[config.mk]
export PLATFORM = sky130hd
export DESIGN_NAME = cmd_frame_parser
export DESIGN_NICKNAME = d
export VERILOG_FILES = /design/src/rtl/cmd_pkg.sv /design/src/rtl/byte_timeout_timer.sv /design/src/rtl/cmd_frame_parser.sv
export SDC_FILE = /design/constraint.sdc
export NUM_CORES = 1
export LEC_CHECK = 0
export ABC_CLOCK_PERIOD_IN_PS = 3200
export CORE_ASPECT_RATIO = 0.75
export CORE_MARGIN = 5
export CORE_UTILIZATION = 58
export DETAILED_ROUTE_END_ITERATION = 10
export PLACE_DENSITY = 0.82
export SYNTH_ARGS = -nofsm -noshare
export SYNTH_HDL_FRONTEND = slang
export SYNTH_SLANG_ARGS = --single-unit
[constraint.sdc]
create_clock -name clock -period 3.2 [get_ports clock]
set_clock_uncertainty 0.2 [all_clocks]
set_input_delay 0.32 -clock clock [delete_from_list [all_inputs] [get_ports clock]]
set_output_delay 0.32 -clock clock [all_outputs]
set_load 0.02 [all_outputs]
[src/rtl/cmd_pkg.sv]
// Shared opcodes, error codes and parser state encoding for the command frame parser.
package cmd_pkg;

    localparam logic [7:0] OP_WRITE = 8'h00;
    localparam logic [7:0] OP_READ  = 8'h01;

    localparam int unsigned WRITE_DATA_BYTES = 4;

    typedef enum logic [1:0] {
        ERR_NONE    = 2'b00,
        ERR_OPCODE  = 2'b01,
        ERR_TIMEOUT = 2'b10,
        ERR_ADDR    = 2'b11
    } err_e;

    typedef enum logic [2:0] {
        S_IDLE,
        S_ADDR_HI,
        S_ADDR_LO,
        S_DATA,
        S_DONE
    } state_e;

endpackage

[src/rtl/byte_timeout_timer.sv]
// Inter-byte watchdog: counts idle cycles while a frame is open, flags expiry at the limit.
module byte_timeout_timer #(
    parameter int unsigned TIMEOUT_CYCLES = 1_000_000
) (
    input  logic clock,
    input  logic reset,
    input  logic clear,
    input  logic run,
    output logic expired
);

    localparam int unsigned CW = $clog2(TIMEOUT_CYCLES);
    localparam logic [CW-1:0] LAST = CW'(TIMEOUT_CYCLES - 1);

    logic [CW-1:0] count_q;

    always_ff @(posedge clock) begin
        if (reset || clear || !run) begin
            count_q <= '0;
        end else begin
            count_q <= count_q + 1'b1;
        end
    end

    assign expired = run && (count_q == LAST);

endmodule

[src/rtl/cmd_frame_parser.sv]
// Assembles opcode/address/data command frames from a UART byte stream and reports
// each completed (or failed) frame with a one-cycle done pulse.
module cmd_frame_parser
    import cmd_pkg::*;
#(
    parameter int unsigned TIMEOUT_CYCLES = 1_000_000,
    parameter int unsigned ADDR_W         = 15
) (
    input  logic              clock,
    input  logic              reset,
    input  logic [7:0]        i_byte,
    input  logic              i_valid,
    output logic [7:0]        o_command,
    output logic [ADDR_W-1:0] o_address,
    output logic [31:0]       o_data,
    output logic              o_readwrite,
    output logic              o_done,
    output logic [1:0]        o_error,
    output logic              o_busy
);

    state_e            state_q, state_d;
    logic [7:0]        op_q, op_d;
    logic [ADDR_W-1:0] addr_q, addr_d;
    logic [31:0]       data_q, data_d;
    logic [1:0]        cnt_q, cnt_d;
    err_e              err_q, err_d;
    logic              expired;

    assign o_busy = (state_q == S_ADDR_HI) || (state_q == S_ADDR_LO) || (state_q == S_DATA);
    assign o_done = (state_q == S_DONE);

    byte_timeout_timer #(
        .TIMEOUT_CYCLES(TIMEOUT_CYCLES)
    ) u_timer (
        .clock  (clock),
        .reset  (reset),
        .clear  (i_valid),
        .run    (o_busy),
        .expired(expired)
    );

    always_comb begin
        state_d = state_q;
        op_d    = op_q;
        addr_d  = addr_q;
        data_d  = data_q;
        cnt_d   = cnt_q;
        err_d   = err_q;
        unique case (state_q)
            // The done cycle accepts the next opcode exactly like idle, so no byte is lost.
            S_IDLE, S_DONE: begin
                if (i_valid) begin
                    op_d   = i_byte;
                    data_d = '0;
                    err_d  = ERR_NONE;
                    if (i_byte == OP_WRITE || i_byte == OP_READ) begin
                        state_d = S_ADDR_HI;
                    end else begin
                        err_d   = ERR_OPCODE;
                        state_d = S_DONE;
                    end
                end else if (state_q == S_DONE) begin
                    state_d = S_IDLE;
                end
            end
            S_ADDR_HI: begin
                if (i_valid) begin
                    addr_d[ADDR_W-1:8] = i_byte[ADDR_W-9:0];
                    if (|i_byte[7:ADDR_W-8]) begin
                        err_d = ERR_ADDR;
                    end
                    state_d = S_ADDR_LO;
                end
            end
            S_ADDR_LO: begin
                if (i_valid) begin
                    addr_d[7:0] = i_byte;
                    if (op_q == OP_READ) begin
                        state_d = S_DONE;
                    end else begin
                        data_d  = '0;
                        cnt_d   = '0;
                        state_d = S_DATA;
                    end
                end
            end
            S_DATA: begin
                if (i_valid) begin
                    data_d = {data_q[23:0], i_byte};
                    cnt_d  = cnt_q + 2'd1;
                    if (cnt_q == 2'(WRITE_DATA_BYTES - 1)) begin
                        state_d = S_DONE;
                    end
                end
            end
            default: state_d = S_IDLE;
        endcase
        // A byte on the expiry cycle wins; timeout also overrides a pending address error.
        if (expired && !i_valid) begin
            err_d   = ERR_TIMEOUT;
            state_d = S_DONE;
        end
    end

    always_ff @(posedge clock) begin
        if (reset) begin
            state_q     <= S_IDLE;
            op_q        <= '0;
            addr_q      <= '0;
            data_q      <= '0;
            cnt_q       <= '0;
            err_q       <= ERR_NONE;
            o_command   <= '0;
            o_address   <= '0;
            o_data      <= '0;
            o_readwrite <= 1'b0;
            o_error     <= 2'b00;
        end else begin
            state_q <= state_d;
            op_q    <= op_d;
            addr_q  <= addr_d;
            data_q  <= data_d;
            cnt_q   <= cnt_d;
            err_q   <= err_d;
            // Load the frame outputs on entry to S_DONE so they are valid with o_done.
            if (state_d == S_DONE) begin
                o_command   <= op_d;
                o_address   <= addr_d;
                o_data      <= (err_d == ERR_NONE) ? data_d : 32'h0;
                o_readwrite <= (op_d == OP_WRITE);
                o_error     <= err_d;
            end
        end
    end

endmodule

# Word-level counts from Yosys, hierarchy flattened
# Cells that the tools add are included.
[word_totals]
register_bits = 140
in_bits = 11
out_inout_bits = 60
word_cells = 74
[op_classes]
addsub = 2
n_eq_ne = 12
muxes = 32
reduce_logical = 16
[ops]
columns = ["op", "n"]
rows = [
  ["32-bit 2-to-1 mux", 5],
  ["32-bit case mux with 3 select lines", 1],
  ["8-bit 2-to-1 mux", 4],
  ["3-bit 2-to-1 mux", 9],
  ["20-bit by 1-bit adder with 20-bit output, second input constant", 1],
  ["20-bit equality test, second input constant", 1],
  ["8-bit by 1-bit equality test with 1-bit output, second input constant", 2],
  ["8-bit logical NOT", 2],
  ["2-bit 2-to-1 mux", 7],
  ["7-bit 2-to-1 mux", 2],
  ["3-bit case mux with 4 select lines", 1],
  ["2-bit case mux with 2 select lines", 2],
  ["3-bit by 2-bit equality test with 1-bit output, second input constant", 2],
  ["3-bit equality test, second input constant", 2],
  ["2-bit inequality test, second input constant", 3],
  ["1-bit logical OR", 5],
  ["4-bit AND reduction", 1],
  ["3-bit by 1-bit equality test with 1-bit output, second input constant", 1],
  ["3-bit logical NOT", 1],
  ["2-bit by 1-bit adder with 2-bit output, second input constant", 1],
  ["2-bit equality test, second input constant", 1],
  ["1-bit logical AND", 2],
  ["1-bit logical NOT", 2],
  ["2-bit logical NOT", 1],
  ["3 further kinds", 3],
]

# Depth between registers and ports, before layout
[depth]
ltp_word = 8
mapped_depth = 8

# Modules after synthesis
# A second synthesis with hierarchy kept.
[unflattened]
hier_cells = 526
area_unflattened_um2 = 5266.3
[modules_own_cells]
columns = ["module", "n_inst", "cells_each", "area_each_um2", "seq_area_each_um2"]
rows = [
  ["cmd_frame_parser", 1, 418, 4362.9, 2402.3],
  ["byte_timeout_timer", 1, 108, 903.4, 400.4],
]

# Worst setup path before layout
# Ideal clock, no wire load.
[synth_timing]
path_kind = "register to register"
startpoint = "register u_timer.count_q[12]"
endpoint = "register o_data[25]"
setup_time_ns = 0.117
t_arrival_ns = 1.838
t_required_ns = 2.883
setup_slack_ns = 1.045
stages_incl_launch_ff = 7
n_path_buf = 1
period_less_slack_ns = 2.155
cell_sequence = "dfxtp_1 -> nor4b_1 -> nand4_1 -> o41ai_4 -> nor2_4 -> buf_2 -> a22o_1"
[synth_between]
elab_chain_cells = 6
[synth_lines]
columns = ["element", "line_no", "text"]
rows = [
  ["from (decl)", "byte_timeout_timer.sv:15", "logic [CW-1:0] count_q;"],
  ["from (signal assigned)", "byte_timeout_timer.sv:21", "count_q <= count_q + 1'b1;"],
  ["20-bit equality test (*)", "byte_timeout_timer.sv:25", "assign expired = run && (count_q == LAST);"],
  ["1-bit logical AND (*)", "byte_timeout_timer.sv:25", ""],
  ["1-bit logical AND (*)", "cmd_frame_parser.sv:100", "if (expired && !i_valid) begin"],
  ["2-bit 2-to-1 mux", "cmd_frame_parser.sv:100", ""],
  ["2-bit logical NOT", "cmd_frame_parser.sv:130", "o_data <= (err_d == ERR_NONE) ? data_d : 32'h0;"],
  ["32-bit 2-to-1 mux", "cmd_frame_parser.sv:130", ""],
  ["to (signal assigned)", "cmd_frame_parser.sv:130", ""],
  ["to (decl)", "cmd_frame_parser.sv:15", "output logic [31:0] o_data,"],
]
# Every way passes the cells marked *; elsewhere a longest branch is shown, timed or not.
# A chain may end at the register's enable or synchronous reset.

# Worst setup path in the final report
[layout_timing]
startpoint = "input i_byte[4]"
endpoint = "register o_data[16]"
[layout_between]
elab_chain_cells = 8
[layout_lines]
columns = ["element", "line_no", "text"]
rows = [
  ["from (decl)", "cmd_frame_parser.sv:11", "input logic [7:0] i_byte,"],
  ["8-bit by 1-bit equality test with 1-bit output / 8-bit logical NOT (equally long branches)", "cmd_frame_parser.sv:57", "if (i_byte == OP_WRITE || i_byte == OP_READ) begin"],
  ["1-bit logical OR (*)", "cmd_frame_parser.sv:57", ""],
  ["1-bit 2-to-1 mux", "cmd_frame_parser.sv:57", ""],
  ["2-bit 2-to-1 mux", "cmd_frame_parser.sv:53", "if (i_valid) begin"],
  ["2-bit case mux with 2 select lines", "cmd_frame_parser.sv:50", "unique case (state_q)"],
  ["2-bit 2-to-1 mux", "cmd_frame_parser.sv:100", ""],
  ["2-bit logical NOT", "cmd_frame_parser.sv:130", ""],
  ["32-bit 2-to-1 mux", "cmd_frame_parser.sv:130", ""],
]
# Marked as above.

==> reports/results.txt <==
1st-iter DRT viols -> 375
DRT Wirelength -> 13330 um
fmax -> 369.1 MHz
drt via density -> 6.035
grt total ovfl -> 0
CTS tree -> done
post-route setup slack -> 0.4904 ns
peak supply drop -> 0.0004186 V
asr flop ratio synth -> 0
Post-Place Cells -> 707
Clock Path Buffers -> 2
WL/cell -> 18.04 um
Setup TNS -> 0 ns
hold-fix buffers at CTS -> 0
register area -> 0.002803 mm2
Final nets -> 631
GR Util All Layers -> 0.2454
power per cell area -> 584.8 mW/mm2
initial core utilization -> 0.6040
syn_nets -> 555
LEAKAGE -> 2.425 nW
clock tree sinks -> 140
Multi-input gate area -> 0.002198 mm2
std cell rows -> 29
Crit. End Element -> register
Worst-Margin Slew -> 1.248 ns
Final ANT Viol Nets -> 0
post-synth cell types -> 50
hold crit path type -> in2reg
largest net degree at the start of global routing -> 58
clock latency on the worst-skew pair -> 0.41 ns
total core area -> 0.008563 mm2
Clock transition at path regs -> 0.06 ns
post-CTS sizing -> 0
#FFs+latches synth -> 140
first-pass GRT wire length -> 21450 um
Cell Area, Synth -> 0.005172 mm2
total CTS buffers -> 17
WS Path Type -> in2reg
initial antenna violation count -> 0
Residual DRC -> 0
pre-CTS setup slack -> 0.06434 ns
Post-Syn Instances -> 542
CP arrival -> 2.86 ns
total power -> 3.840 mW
Tmin final -> 2.710 ns
htree depth -> 4
Critical Path RT -> 3.35 ns
# fillers -> 592
register area share after synthesis -> 0.5418
synth warn -> 0
max-slew violation count -> 0
vias in the first global route -> 4168
fin area -> 0.006566 mm2
non-filler cells, final -> 739
# port buffers -> 70
Antenna diodes -> 0
DIE WIDTH -> 119.0 um
max cap viols -> 0
Util after Layout -> 0.7668
Hold WS -> 0.1581 ns
Area Overhead vs Synth -> 26.95%
Final Hold Viols -> 0
drt first pass iters -> 5
placed cell area -> 0.006027 mm2
CP Max Fanout -> 17
share of layout cells above drive strength 1 -> 0.09509
Worst slew margin -> 0.1652
# setup viols final -> 0
ys flop type -> dfxtp_1
Mean Syn Cell Area -> 9.543 um2
GPL Wtd Cong -> 0.8948
RSZ-0062 raised after global routing -> no
CP Launch Type -> input port
clk root buf -> clkbuf_16
Post CTS Setup Buffer Count -> 0
EDFF count, synth -> 0
Vias -> 4460
Post-DP HPWL -> 8830 um
period utilization -> 0.8467
Die ar. -> 0.01093 mm2
die height -> 91.79 um
outcome -> finished clean
# IOs -> 71
[per-layer routing]
metal / global-route usage / routed length (um)
met1: 0.3426 / 6050
met2: 0.3639 / 5966
met3: 0.07442 / 1109
met4: 0.08100 / 201
met5: 0 / 0
[logic make-up after synthesis]
| family | after synthesis | share of synthesized area |
|---|---|---|
| AOI/OAI and AO/OA | 166 | 0.2189 |
| and+or+nand+nor | 165 | 0.1512 |
| DFF | 140 | 0.5418 |
| buffers and inverters | 42 | 0.03435 |
| xor gates and xnor gates | 15 | 0.02540 |
| muxes | 12 | 0.02346 |
| adders and majority gates | 2 | 0.004837 |
[synth_stat cells (3+ instances only)]
master       n  area [um2]
o2bb2ai_1    4       35.03
o22a_1      34       297.8
mux2i_1     11       110.1
buf_2       12       60.06
clkbuf_1    21       78.83
o21ai_1      5       25.02
xor2_1       6       52.55
dfxtp_1    140        2803
a21oi_1     52       260.3
nor4_1       3       18.77
o21ai_0     30       150.1
nor3_1      11       55.05
nand3b_1     3       22.52
a22o_1      18       157.7
xnor2_1      9       78.83
and3_1       5       31.28
nand3_1     11       55.05
and2_1       4       25.02
nor2_1      36       135.1
nand2_1     70       262.8
inv_1        6       22.52
or3_1        4       25.02
a211oi_1    14       105.1
[worst paths after layout]
path	start	endpoint	slack, ns	cells past startpoint
max	i_byte[4]	o_data[16]	0.49	6
min	reset	addr_q[14]	0.16	3
max reg2reg	state_q[0]	o_data[16]	0.52	5
min reg2reg	u_timer.count_q[0]	u_timer.count_q[0]	0.27	1
[where the power goes]
part,switching [mW],internal (mW)
Clock,0.689,1.10
Sequential,0.0225,1.78
Combinational,0.144,0.105
[layout make-up]
class                      instances  share of cell area
inverter                           6            0.003430
sequential                       140              0.4268
clock inverter                     8             0.01029
multi-input combinational        360              0.3348
clock buffer                      24             0.07184
timing repair buffer              93              0.1322
tap                              108             0.02058
[cell usage in the layout (no fill, tap or decap), types with 14 or more instances in the layout]
master,count
clkdlybuf4s50_1,69
o21ai_0,30
a21oi_1,52
dfxtp_1,140
a22o_1,18
a211oi_1,14
clkbuf_16,17
nor2_1,36
o22a_1,34
buf_4,23
nand2_1,70
[worst max-delay path, stage by stage]
cell and delay (ns):
clkdlybuf4s50_1 0.48, nor4_1 0.41, nand3_1 0.21, a22o_1 0.23, nor2_1 0.93, a22o_1 0.27
[registers in the layout, summed over array words and instances, names as in the netlist]
register and count:
op_q 8, cnt_q 2, state_q 3, o_command 8, addr_q 15, o_address 15
o_readwrite 1, u_timer.count_q 20, o_error 2, err_q 2, data_q 32, o_data 32
No activity file was read; power rests on OpenSTA's default activity.
==> edit: new RTL, same flow settings <==
Encoding of `state_e`: now one-hot (5 bits for 5 states).
--- a/src/rtl/cmd_pkg.sv
+++ b/src/rtl/cmd_pkg.sv
@@ -14,10 +14,10 @@
     } err_e;
 
-    typedef enum logic [2:0] {
-        S_IDLE,
-        S_ADDR_HI,
-        S_ADDR_LO,
-        S_DATA,
-        S_DONE
+    typedef enum logic [4:0] {
+        S_IDLE    = 5'b00001,
+        S_ADDR_HI = 5'b00010,
+        S_ADDR_LO = 5'b00100,
+        S_DATA    = 5'b01000,
+        S_DONE    = 5'b10000
     } state_e;
 
Check against the original RTL: same outputs for any inputs over 4 cycles, from zero or initial values and one cycle with reset high; so few cycles prove little.
==> edit against the unedited design <==
Wire length increased by 2.8%. Worst setup slack got worse by 0.32 ns. Core utilization decreased by 3.3 points. Final area increased by 6.7%. Hold slack improved by 0.082 ns. Area after synthesis increased by 8.2%. Clock power increased by 23%. Power increased by 18%. Sequential cell count increased by 2. Critical endpoint is now o_data[0].
==> edit: results (changes against the unedited design) <==
Status
  • Outcome: complete, no violations

Synthesis
  • Post-synth top cells: dfxtp_1 (142), inv_1 (71), nor2_1 (53)
  • FFs w/ async S/R, synth: 0% (unchanged)
  • Sequential area share after synthesis: 50.81% (-3.4 points)
  • Largest cells by area after synthesis: dfxtp_1 (51%), o32ai_1 (5.0%), inv_1 (4.8%)
  • Syn nets: 602 (+8.5%)
  • Ys Warns: 0 (unchanged)

Setup path
  • CP max stage delay: 0.64 ns (-0.29 ns)
  • Slowest cell on the critical path: or4_1
  • Critical Path AT: 3.09 ns (+0.23 ns)
  • CP delay by family, top: simple AND/OR/NAND/NOR gates
  • Crit Path Max Fanout: 32 (+15)

Pwr
  • LEAKAGE: 0.002779 uW (+15%)
  • Net Sw Power: 1047 uW (+22%)
  • Maximum VDD drop: 360.9 uV (-14%)

Final layout
  • Seq/total area: 40.59% (-2.1 points)
  • #MultiIn Comb: 334 (-7.2%)
  • Seq Cell Count: 142 (+1.4%)
  • Layout Nets: 664 (+5.2%)
  • CLK BUF: 21 (-13%)
  • Clock network area share: 9.451% (+1.2 points)
  • Multi-input logic area: 2258 um^2 (+2.7%)
  • Filler cells: 672 (+14%)
  • N_diodes: 0 (unchanged)
  • Share of layout cells above drive strength 1: 8.283% (-1.2 points)
  • Biggest regs: data_q: 32 flops, o_data: 32 flops, u_timer.count_q: 20 flops
  • Inverters: 71 (+65)
  • Non-clock buffer share: 11.54% (-1.7 points)
  • Non-clk bufs: 85 (-8.6%)

Route
  • Initial detailed-routing violation count: 532 (+42%)
  • DR top layer: met4
  • Number of detailed-route iterations in the first pass: 5 (unchanged)
  • Via/cell ratio: 5.828 (-3.4%)
  • Met2 WL: 6.220 mm (+4.3%)
  • WL/cell: 17.20 um (-4.6%)
  • Met3 routed WL: 975 um (-12%)
  • Post-Route M1 WL: 6.137 mm (+1.4%)

Clock tree
  • Clk slew on worst S/H paths: 0.06 ns (about the same)
  • # Post-CTS Setup Buffers: 0 (unchanged)
  • Worst-Skew Late Latency: 0.41 ns (about the same)
  • H-tree depth: 4 (unchanged)
  • CTS resizes: 0 (unchanged)
  • CTS root buf: clkbuf_16
  • Num CTS Buffers: 17 (unchanged)
  • Worst-case clock buffer depth: 2 (unchanged)

Min path
  • Type of the tightest min-delay check: flop to flop

Global route
  • GR Util met3: 6.050% (-1.4 points)
  • Met1 usage: 32.36% (-1.9 points)
  • Vias in the first global route: 4398 (+5.5%)
  • Global Route Usage Sum: 23.93% (-0.61 points)
  • Largest net degree at the start of global routing: 77 (+33%)
  • Routing usage on met2: 36.82% (+0.43 points)
  • First-pass GRT wire length: 21.92 mm (+2.2%)

Place
  • PortBufs: 70 (unchanged)
  • DPL Wire Length: 8.792 mm (-0.44%)
  • Routability cong.: 0.8723 (-2.5%)

STA
  • Slew headroom: 32.20% (+16 points)
[edit: cell types whose count changed after synthesis, moves of 18 or more]
cell / delta
nor2b_1: +22
a21oi_1: -41
nand2_1: -55
inv_1: +65
nor3_1: +20
o32ai_1: +32
a22o_1: -18
o21ai_0: -25
o22a_1: -34
[edit: stage by stage]
step	setup WS (ns)	hold slack, ns	util, %	cell area (um^2)	std cells
floorplan	0.5453	0.2129	-	5595	589
global placement	0.3096	0.2238	66.46	6341	764
detailed placement	0.2020	0.2330	66.46	6341	764
CTS	0.1801	0.2408	73.39	7003	796
global route	0.09269	0.2648	73.39	7003	796
finish	0.1720	0.2403	73.39	7003	796
[edit: logic make-up (layout without fill, tap and decap cells)]
kind of cell | Yosys count | after routing | synth area share (%)
mux | 24 | 24 | 4.316
xor+xnor | 18 | 18 | 2.818
buf+inv | 113 | 188 | 8.944
compound gates | 114 | 114 | 15.94
fa+ha+maj | 2 | 2 | 0.4472
simple gates | 176 | 176 | 16.73
flops | 142 | 142 | 50.81
[edit: worst paths after layout]
kind	to	cells past startpoint	slack (ns)	startpoint
setup / recovery	o_data[0]	5	0.17	u_timer.count_q[13]
hold / removal	u_timer.count_q[0]	1	0.24	u_timer.count_q[0]
setup reg to reg	o_data[0]	5	0.17	u_timer.count_q[13]
hold reg to reg	u_timer.count_q[0]	1	0.24	u_timer.count_q[0]
[edit: power groups by stage]
stage | Sequential [uW] | Combinational, uW | Clock (uW)
final | 1850 | 451 | 2210
after global routing | 1860 | 481 | 2310
after CTS | 1850 | 448 | 2220
after detailed placement | 1890 | 444 | 0
after global placement | 1890 | 433 | 0
after floorplan | 1930 | 249 | 0
